**config.mk**
```make
export PLATFORM = sky130hd
export DESIGN_NAME = frv_pipe_skid
export DESIGN_NICKNAME = d
export VERILOG_FILES = /design/src/rtl/frv_pipe_skid.sv
export SDC_FILE = /design/constraint.sdc
export NUM_CORES = 1
export LEC_CHECK = 0
export BUFFER_PORTS_ARGS = -buffer_cell sky130_fd_sc_hd__buf_2
export CAP_MARGIN = 20
export CORE_MARGIN = 4
export CORE_UTILIZATION = 58
export DETAILED_ROUTE_END_ITERATION = 7
export PLACE_DENSITY_LB_ADDON = 0.15
export SLEW_MARGIN = 40
export SYNTH_ARGS = -nofsm -noshare
export SYNTH_HDL_FRONTEND = slang
export SYNTH_SLANG_ARGS = --single-unit
```
**constraint.sdc**
```tcl
create_clock -name g_clk -period 3.76 [get_ports g_clk]
set_clock_uncertainty 0.1 [all_clocks]
set_input_delay 0.752 -clock g_clk [delete_from_list [all_inputs] [get_ports g_clk]]
set_output_delay 0.752 -clock g_clk [all_outputs]
set_load 0.02 [all_outputs]
```
**src/rtl/frv_pipe_skid.sv**
```systemverilog
// rtl/frv_pipe_skid.sv - two-entry registered valid/ready skid buffer between dispatch and execute
module frv_pipe_skid #(
  parameter int RLEN = 112
) (
  input  logic            g_clk,
  input  logic            g_reset,
  input  logic            flush,
  input  logic            i_valid,
  output logic            i_ready,
  input  logic [RLEN-1:0] i_data,
  output logic            o_valid,
  input  logic            o_ready,
  output logic [RLEN-1:0] o_data,
  output logic [1:0]      o_count
);

  typedef enum logic [1:0] {
    EMPTY = 2'd0,
    ONE   = 2'd1,
    FULL  = 2'd2
  } count_t;

  count_t            count_q, count_d;
  logic [RLEN-1:0]   main_q, main_d;
  logic [RLEN-1:0]   skid_q, skid_d;
  logic              in_xfer;
  logic              out_xfer;

  // Ready/valid decode from state only, so o_ready never reaches i_ready.
  assign i_ready  = (count_q != FULL) && !g_reset;
  assign o_valid  = (count_q != EMPTY);
  assign o_data   = main_q;
  assign o_count  = count_q;
  assign in_xfer  = i_valid && i_ready;
  assign out_xfer = o_valid && o_ready;

  always_comb begin
    count_d = count_q;
    main_d  = main_q;
    skid_d  = skid_q;
    if (flush) begin
      count_d = EMPTY;
    end else begin
      case (count_q)
        EMPTY: begin
          if (in_xfer) begin
            count_d = ONE;
            main_d  = i_data;
          end
        end
        ONE: begin
          if (in_xfer && out_xfer) begin
            main_d = i_data;
          end else if (in_xfer) begin
            count_d = FULL;
            skid_d  = i_data;
          end else if (out_xfer) begin
            count_d = EMPTY;
          end
        end
        FULL: begin
          if (out_xfer) begin
            count_d = ONE;
            main_d  = skid_q;
          end
        end
        default: begin
          count_d = EMPTY;
        end
      endcase
    end
  end

  always_ff @(posedge g_clk) begin
    if (g_reset) begin
      count_q <= EMPTY;
      main_q  <= '0;
      skid_q  <= '0;
    end else begin
      count_q <= count_d;
      main_q  <= main_d;
      skid_q  <= skid_d;
    end
  end

endmodule

```
==> results of run 1 <==
cells by family (layout without fill, tap and decap cells):
| family | count (synthesis) | in the layout |
|---|---|---|
| DFF | 226 | 226 |
| AOI/OAI and AO/OA | 452 | 452 |
| other | 0 | 2 |
| muxes | 113 | 113 |
| buffers and inverters | 151 | 290 |
| and+or+nand+nor | 127 | 127 |
registers in the layout (all words and copies together), names as in the netlist:
name     flops
skid_q     112
o_data     112
o_count      2
synthesized netlist by cell type, types with 2 or more instances:
library cell	instances	area [um^2]
nand2b_1	2	12.5
buf_2	69	345
mux2i_1	113	1130
dfxtp_1	226	4520
clkbuf_1	64	240
buf_4	16	120
a21oi_1	113	566
o21ai_0	112	561
a311oi_1	112	981
nor2b_1	2	12.5
a211oi_1	113	848
nor2_1	3	11.3
nand3_1	112	561
placed cells by master, fill, tap and decap left out:
master,Yosys,layout
a211oi_1,113,113
a21oi_1,113,113
a311oi_1,112,112
a31o_4,0,1
and4bb_4,0,1
buf_12,0,9
buf_2,69,231
buf_4,16,8
buf_6,1,2
bufinv_16,0,1
clkbuf_1,64,6
clkbuf_16,0,23
clkbuf_8,0,6
clkinv_2,0,4
dfxtp_1,226,226
diode_2,0,2
mux2i_1,113,113
nand2_1,1,1
nand2b_4,0,2
nand3_1,112,112
nand3b_1,1,1
nand4bb_4,0,1
nor2_1,3,1
nor2_4,0,2
nor2b_1,2,1
nor2b_4,0,1
nor4bb_4,0,1
o21a_1,1,1
o21ai_0,112,112
or2_2,1,1
or2_4,0,1
or3b_2,1,1
worst max-delay path, stage by stage, from the launching register on:
cell and delay (ns):
dfxtp_1 0.62, nand2b_4 0.58, nor2b_1 0.19, buf_2 0.19
per-layer routing:
metal / up-vias / share of wire, % / GRT usage [%]
met5: - / 0.17 / 0
met2: 452 / 47 / 44.7
li1: 4378 / - / -
met4: 8 / 3.0 / 9.22
met1: 4478 / 41 / 39.9
met3: 68 / 9.0 / 6.62
final cells by class:
class | instances | area (um^2)
repair buffers | 250 | 1420
fillers | 1378 | 4960
diodes | 2 | 5.00
clock inverters | 5 | 50.0
multi-input cells | 692 | 4850
flip-flops and latches | 226 | 4520
well taps | 220 | 275
clock buffers | 35 | 681
report_power, final:
group | internal (mW) | switching (mW) | total [mW]
clock network | 1.31 | 0.928 | 2.24
registers | 2.47 | 0.0451 | 2.51
logic | 0.216 | 0.399 | 0.615
total | 3.99 | 1.37 | 5.37
per-stage QoR:
step / std cells / power, mW / hold WS [ns]
floorplan: 1069 / 2.93 / 0.353
detailed placement: 1388 / 3.17 / 0.365
global placement: 1387 / 3.16 / 0.359
global route: 1430 / 5.52 / 0.388
CTS: 1428 / 5.37 / 0.373
finish: 1430 / 5.37 / 0.373
path summary, 6_finish.rpt:
kind | end | slack [ns] | depth (start not counted)
worst min-delay path | skid_q[100]$_SDFFE_PP0P_ | 0.37 | 2
worst max register to register | o_data[57]$_SDFFE_PP0P_ | 1.17 | 4
worst min register to register | skid_q[100]$_SDFFE_PP0P_ | 0.37 | 2
worst max-delay path | i_ready | 0.80 | 3
==> key figures, run 1 <==
Synth
  • Synth Area per Inst: 9.36 um^2
  • Mapped Cells: 1,069
  • Post-synth EDFFs: 0
  • Yosys reg bits: 226
  • Simple-Gate Fraction of Synth Area: 6.62%
  • Mapped cell area: 10,000 um^2
  • Xor and xnor area share after synthesis: 0%
  • YS warnings: 0
  • Compound-Gate Fraction of Synth Area: 29.7%
  • Synthesized net count: 1,186
  • Post-synth top flop: dfxtp_1
  • Main combinational cell family by area after synthesis: compound AO/OA/AOI/OAI gates
  • Sequential share of the synthesized area: 45.2%
  • Count of different cell masters after synthesis: 25
  • Adder-cell area share of the yosys netlist: 0%
  • Post-synth ARST share: 0%
  • Post-synthesis mux area share: 11.3%

Finish
  • Area growth from synthesis to layout: 17.9%
  • Nets: 1,310
  • Final Instance Area: 11,800 um^2
  • Share of cells above drive strength 1: 24.5%
  • Final core area utilization: 70.4%

Floorplan
  • Die Area: 19,400 um^2
  • Row Count: 47
  • Core region area: 16,800 um^2
  • Die H: 139 um
  • I/O pins: 233
  • DIE WIDTH: 139 um
  • Starting Density: 59.7%

Min path
  • Worst hold path type: reg -> reg
  • Beginning of the worst hold path: skid_q[100]$_SDFFE_PP0P_

Clock tree
  • CTS sink cnt: 226
  • H-tree Lvls: 1
  • TritonCTS Buffers: 23
  • CTS max path bufs: 3
  • Clk slew on worst S/H paths: 0.06 ns
  • Hold Buf Count CTS: 0
  • TritonCTS clock tree: done
  • # Post-CTS Setup Buffers: 0
  • Post_cts resized: 0
  • CTS Root Cell: clkbuf_16
  • Skew-Pair Late Insertion Delay: 0.50 ns

GRT
  • Initial antenna violation count: 6
  • Largest net degree at the start of global routing: 114
  • GRT Overall Usage: 28.8%
  • First-pass GRT wire length: 47.6 mm
  • Vias in the first global route: 8,915
  • Remaining Overflow, GRT: 0

STA
  • Final Max Slew Viols: 0
  • Slew of the pin with the lowest slew margin: 0.717 ns
  • # setup viols final: 0
  • Final period util: 78.8%
  • Final WS setup: 0.798 ns
  • Slew HR: 52.2%
  • RSZ-0062 raised after global routing: false
  • Final Critical Period: 2.96 ns
  • Fin. Hold Viols: 0
  • TNS Setup: 0 ns
  • Fmax: 338 MHz

Drt
  • Post-route ant nets: 0
  • # DRC: 0
  • Via Count: 9,384
  • Drt first pass iters: 5
  • WL per Instance: 20.8 um
  • Drt initial violations: 893
  • Post-Route WL: 29.8 mm
  • Vias per cell: 6.56

Critical path
  • Type of element launching the critical path: flop
  • Worst setup EP type: output pin
  • CP Class: reg -> out
  • CP Max Fanout: 29
  • Worst reg2reg path startpoint: o_count[0]$_SDFFE_PP0P_
  • Data arrival, critical path: 2.11 ns
  • Crit path from: o_count[0]$_SDFFE_PP0P_
  • WP data required: 2.91 ns

Placement
  • Hpwl dp: 16.4 mm
  • Pre-CTS WS: 0.759 ns
  • I/O Buffers: 232
  • Dpl cell area: 11,100 um^2
  • Routability Congestion: 0.777

Flow run
  • Max-Cap Viols: 0

Status
  • Status: completed

Power
  • Maximum VDD drop: 0.000320 V
  • Pleak: 5.05 nW
  • Power Density: 455 nW/um^2
Note: power is estimated with default switching activity, not from simulation.
==> inputs of run 2 (changes only) <==
ABC_AREA = 1   (was default)
CORE_UTILIZATION = 54   (was 58)
clock period = 3.07 ns   (was 3.76 ns; I/O delays follow)
==> run 2 against run 1 <==
Effect of this change: synthesized area grew 2.7%; critical path depth grew 3; non-clock buffer count shrank 3; synthesized cell count grew 51%; sequential cell count is the same; final cell count grew 41%.
==> key figures, run 2 <==
Floorplan
  • Row Count: 50 (+6.4%)
  • DIE WIDTH: 146 um (+4.8%)
  • I/O pins: 233 (unchanged)
  • Die Area: 21,300 um^2 (+9.8%)
  • Core region area: 18,700 um^2 (+12%)
  • Die H: 146 um (+4.8%)
  • Starting Density: 55.0% (-4.7 points)

Clock tree
  • Clk slew on worst S/H paths: 0.06 ns (about the same)
  • TritonCTS Buffers: 24 (+4.3%)
  • CTS Root Cell: clkbuf_16
  • # Post-CTS Setup Buffers: 0 (unchanged)
  • Skew-Pair Late Insertion Delay: 0.51 ns (about the same)
  • CTS max path bufs: 3 (unchanged)
  • TritonCTS clock tree: done
  • Post_cts resized: 0 (unchanged)
  • Hold Buf Count CTS: 0 (unchanged)
  • H-tree Lvls: 1 (unchanged)
  • CTS sink cnt: 226 (unchanged)

STA
  • TNS Setup: 0 ns (unchanged)
  • Final Critical Period: 2.80 ns
  • Final period util: 91.3%
  • Final Max Slew Viols: 0 (unchanged)
  • Slew HR: 47.0% (-5.2 points)
  • Fmax: 357 MHz
  • RSZ-0062 raised after global routing: false
  • Slew of the pin with the lowest slew margin: 0.795 ns (+0.0774 ns)
  • Fin. Hold Viols: 0 (unchanged)
  • # setup viols final: 0 (unchanged)

Synth
  • YS warnings: 0 (unchanged)
  • Post-synth top cells: nand2_1, nor2_1, dfxtp_1
  • Mapped Cells: 1,610 (+51%)
  • Simple-Gate Fraction of Synth Area: 34.8% (+28 points)
  • Adder-cell area share of the yosys netlist: 0% (unchanged)
  • Area leader, netlist: dfxtp_1
  • Share of the synthesized area in the top cell type: 44.0% (-1.2 points)
  • Main combinational cell family by area after synthesis: simple AND/OR/NAND/NOR gates
  • Post-synth top flop: dfxtp_1
  • Synth top area cells: dfxtp_1, nand2_1, nor2_1, a21oi_1, nand3_1
  • Post-synth EDFFs: 0 (unchanged)
  • Post-synth ARST share: 0% (unchanged)
  • Xor and xnor area share after synthesis: 0.0851% (+0.085 points)
  • Mapped cell area: 10,300 um^2 (+2.7%)
  • Synthesized net count: 1,727 (+46%)
  • Count of different cell masters after synthesis: 21 (-16%)
  • Yosys reg bits: 226 (unchanged)
  • Post-synthesis mux area share: 0% (-11 points)
  • Sequential share of the synthesized area: 44.0% (-1.2 points)
  • Dominant cell by count in the synthesized netlist: nand2_1
  • Synth Area per Inst: 6.39 um^2 (-32%)
  • Compound-Gate Fraction of Synth Area: 11.3% (-18 points)

Drt
  • WL per Instance: 13.5 um (-35%)
  • Via Count: 10,100 (+8.1%)
  • # DRC: 0 (unchanged)
  • Post-Route WL: 27.1 mm (-8.9%)
  • Post-route ant nets: 0 (unchanged)
  • Drt first pass iters: 5 (unchanged)
  • Drt initial violations: 715 (-20%)
  • Vias per cell: 5.03 (-23%)

Power
  • Total power: 6.82 mW (+27%)
  • Power Density: 555 nW/um^2 (+22%)
  • Maximum VDD drop: 0.000419 V (+31%)
  • Pleak: 6.23 nW (+23%)

Status
  • Status: completed

Placement
  • Routability Congestion: 0.834 (+7.3%)
  • Hpwl dp: 16.3 mm (-1.2%)
  • Placed Cells: 1,970 (+42%)
  • I/O Buffers: 232 (unchanged)
  • Dpl cell area: 11,500 um^2 (+3.8%)

Critical path
  • Worst r2r path cells: 11 (+7)
  • R2R Path End: o_data[37]$_SDFFE_PP0P_
  • Type of element launching the critical path: flop
  • Data arrival, critical path: 2.09 ns (-0.02 ns)
  • CP Max Fanout: 115 (+300%)
  • R2r setup slk: 0.79 ns (-0.38 ns)
  • Worst setup EP type: output pin
  • Worst reg2reg path startpoint: o_count[0]$_SDFFE_PP0P_
  • WP data required: 2.36 ns (-0.55 ns)
  • CP Class: reg -> out

GRT
  • First-pass GRT wire length: 44.8 mm (-5.9%)
  • Vias in the first global route: 9,133 (+2.4%)
  • Initial antenna violation count: 8 (+2)
  • Remaining Overflow, GRT: 0 (unchanged)
  • GRT Overall Usage: 24.3% (-4.5 points)
  • Largest net degree at the start of global routing: 124 (+8.8%)

Flow run
  • Max-Cap Viols: 0 (unchanged)

Min path
  • Beginning of the worst hold path: flush
  • Worst hold path type: in -> reg
  • Worst hold path depth: 4 (+2)
  • Hold EP: o_count[1]$_SDFFE_PP0P_

Finish
  • Reg area: 4520 um^2 (unchanged)
  • Commonest non-fill, non-tap cell in the layout: nand2_1
  • Multi-input logic area: 4780 um^2 (-1.3%)
  • Share of cells above drive strength 1: 16.5% (-8.0 points)
  • Non-Filler Instances: 2,017 (+41%)
  • Nets: 1,879 (+43%)
  • Most frequent cells in the layout: nand2_1, nor2_1, buf_2
  • Fill cells: 1,770 (+28%)
  • Final Instance Area: 12,300 um^2 (+4.1%)
  • Area growth from synthesis to layout: 19.5%
-- run 2: cell types whose count changed after synthesis, sizes merged, moves of 12 or more --
| cell | previous run | this run |
|---|---|---|
| nor2 | 3 | 340 |
| a311oi | 112 | 0 |
| a211oi | 113 | 0 |
| buf | 87 | 69 |
| mux2i | 113 | 0 |
| inv | 0 | 120 |
| nand2 | 1 | 456 |
| clkbuf | 64 | 52 |
-- run 2: cell families after synthesis --
| group | count (synthesis) |
|---|---|
| AO/OA/AOI/OAI | 230 |
| XOR/XNOR | 1 |
| buffers and inverters | 242 |
| flip-flops | 226 |
| AND/OR/NAND/NOR | 911 |
-- run 2: metrics by stage --
stage | setup slack [ns] | utilization (%) | hold WS [ns]
finish | 0.267 | 65.7 | 0.267
global route | 0.134 | 65.7 | 0.267
CTS | 0.260 | 65.6 | 0.245
detailed placement | 0.662 | 61.4 | 0.363
global placement | 0.730 | 61.4 | 0.354
floorplan | 1.03 | - | 0.355
-- run 2: area by class of cell --
| class | instances | share of cell area (%) |
|---|---|---|
| timing repair buffer | 247 | 11.6 |
| tap | 234 | 2.38 |
| sequential | 226 | 36.8 |
| inverter | 121 | 3.77 |
| multi-input combinational | 1142 | 38.9 |
| antenna | 4 | 0.0814 |
| clock buffer | 38 | 6.06 |
| clock inverter | 5 | 0.407 |
-- run 2: power by group --
group	total [mW]	leakage [nW]	internal (mW)	switching, mW
Sequential	3.11	1.84	3.05	0.0585
Clock	2.88	0.395	1.74	1.15
Combinational	0.834	4.00	0.307	0.527
Total	6.82	6.23	5.09	1.73
-- run 2: worst max-delay path: stages (launching register included) --
cell	delay (ns)
dfxtp_1	0.47
inv_2	0.09
nand2_4	0.09
buf_12	0.42
clkinv_2	0.19
nor2_1	0.11
buf_2	0.17
-- run 2: worst max path at each step --
stage | endpoint | slack (ns) | from | cells after the start
after floorplan | i_ready | 1.03 | o_count[0]$_SDFFE_PP0P_ | 5
after global placement | skid_q[78]$_SDFFE_PP0P_ | 0.73 | g_reset | 9
after detailed placement | skid_q[9]$_SDFFE_PP0P_ | 0.66 | g_reset | 9
after CTS | i_ready | 0.26 | o_count[0]$_SDFFE_PP0P_ | 6
after global routing | i_ready | 0.13 | o_count[0]$_SDFFE_PP0P_ | 6
final | i_ready | 0.27 | o_count[0]$_SDFFE_PP0P_ | 6
-- run 2: routing by layer --
| metal | part of all wire, % | up-vias | GRT usage [%] |
|---|---|---|---|
| met5 | 0.22 | - | 0 |
| met4 | 1.6 | 10 | 5.64 |
| met3 | 6.8 | 38 | 5.18 |
| met2 | 46 | 288 | 40.1 |
| met1 | 46 | 4516 | 32.9 |
| li1 | - | 5289 | - |
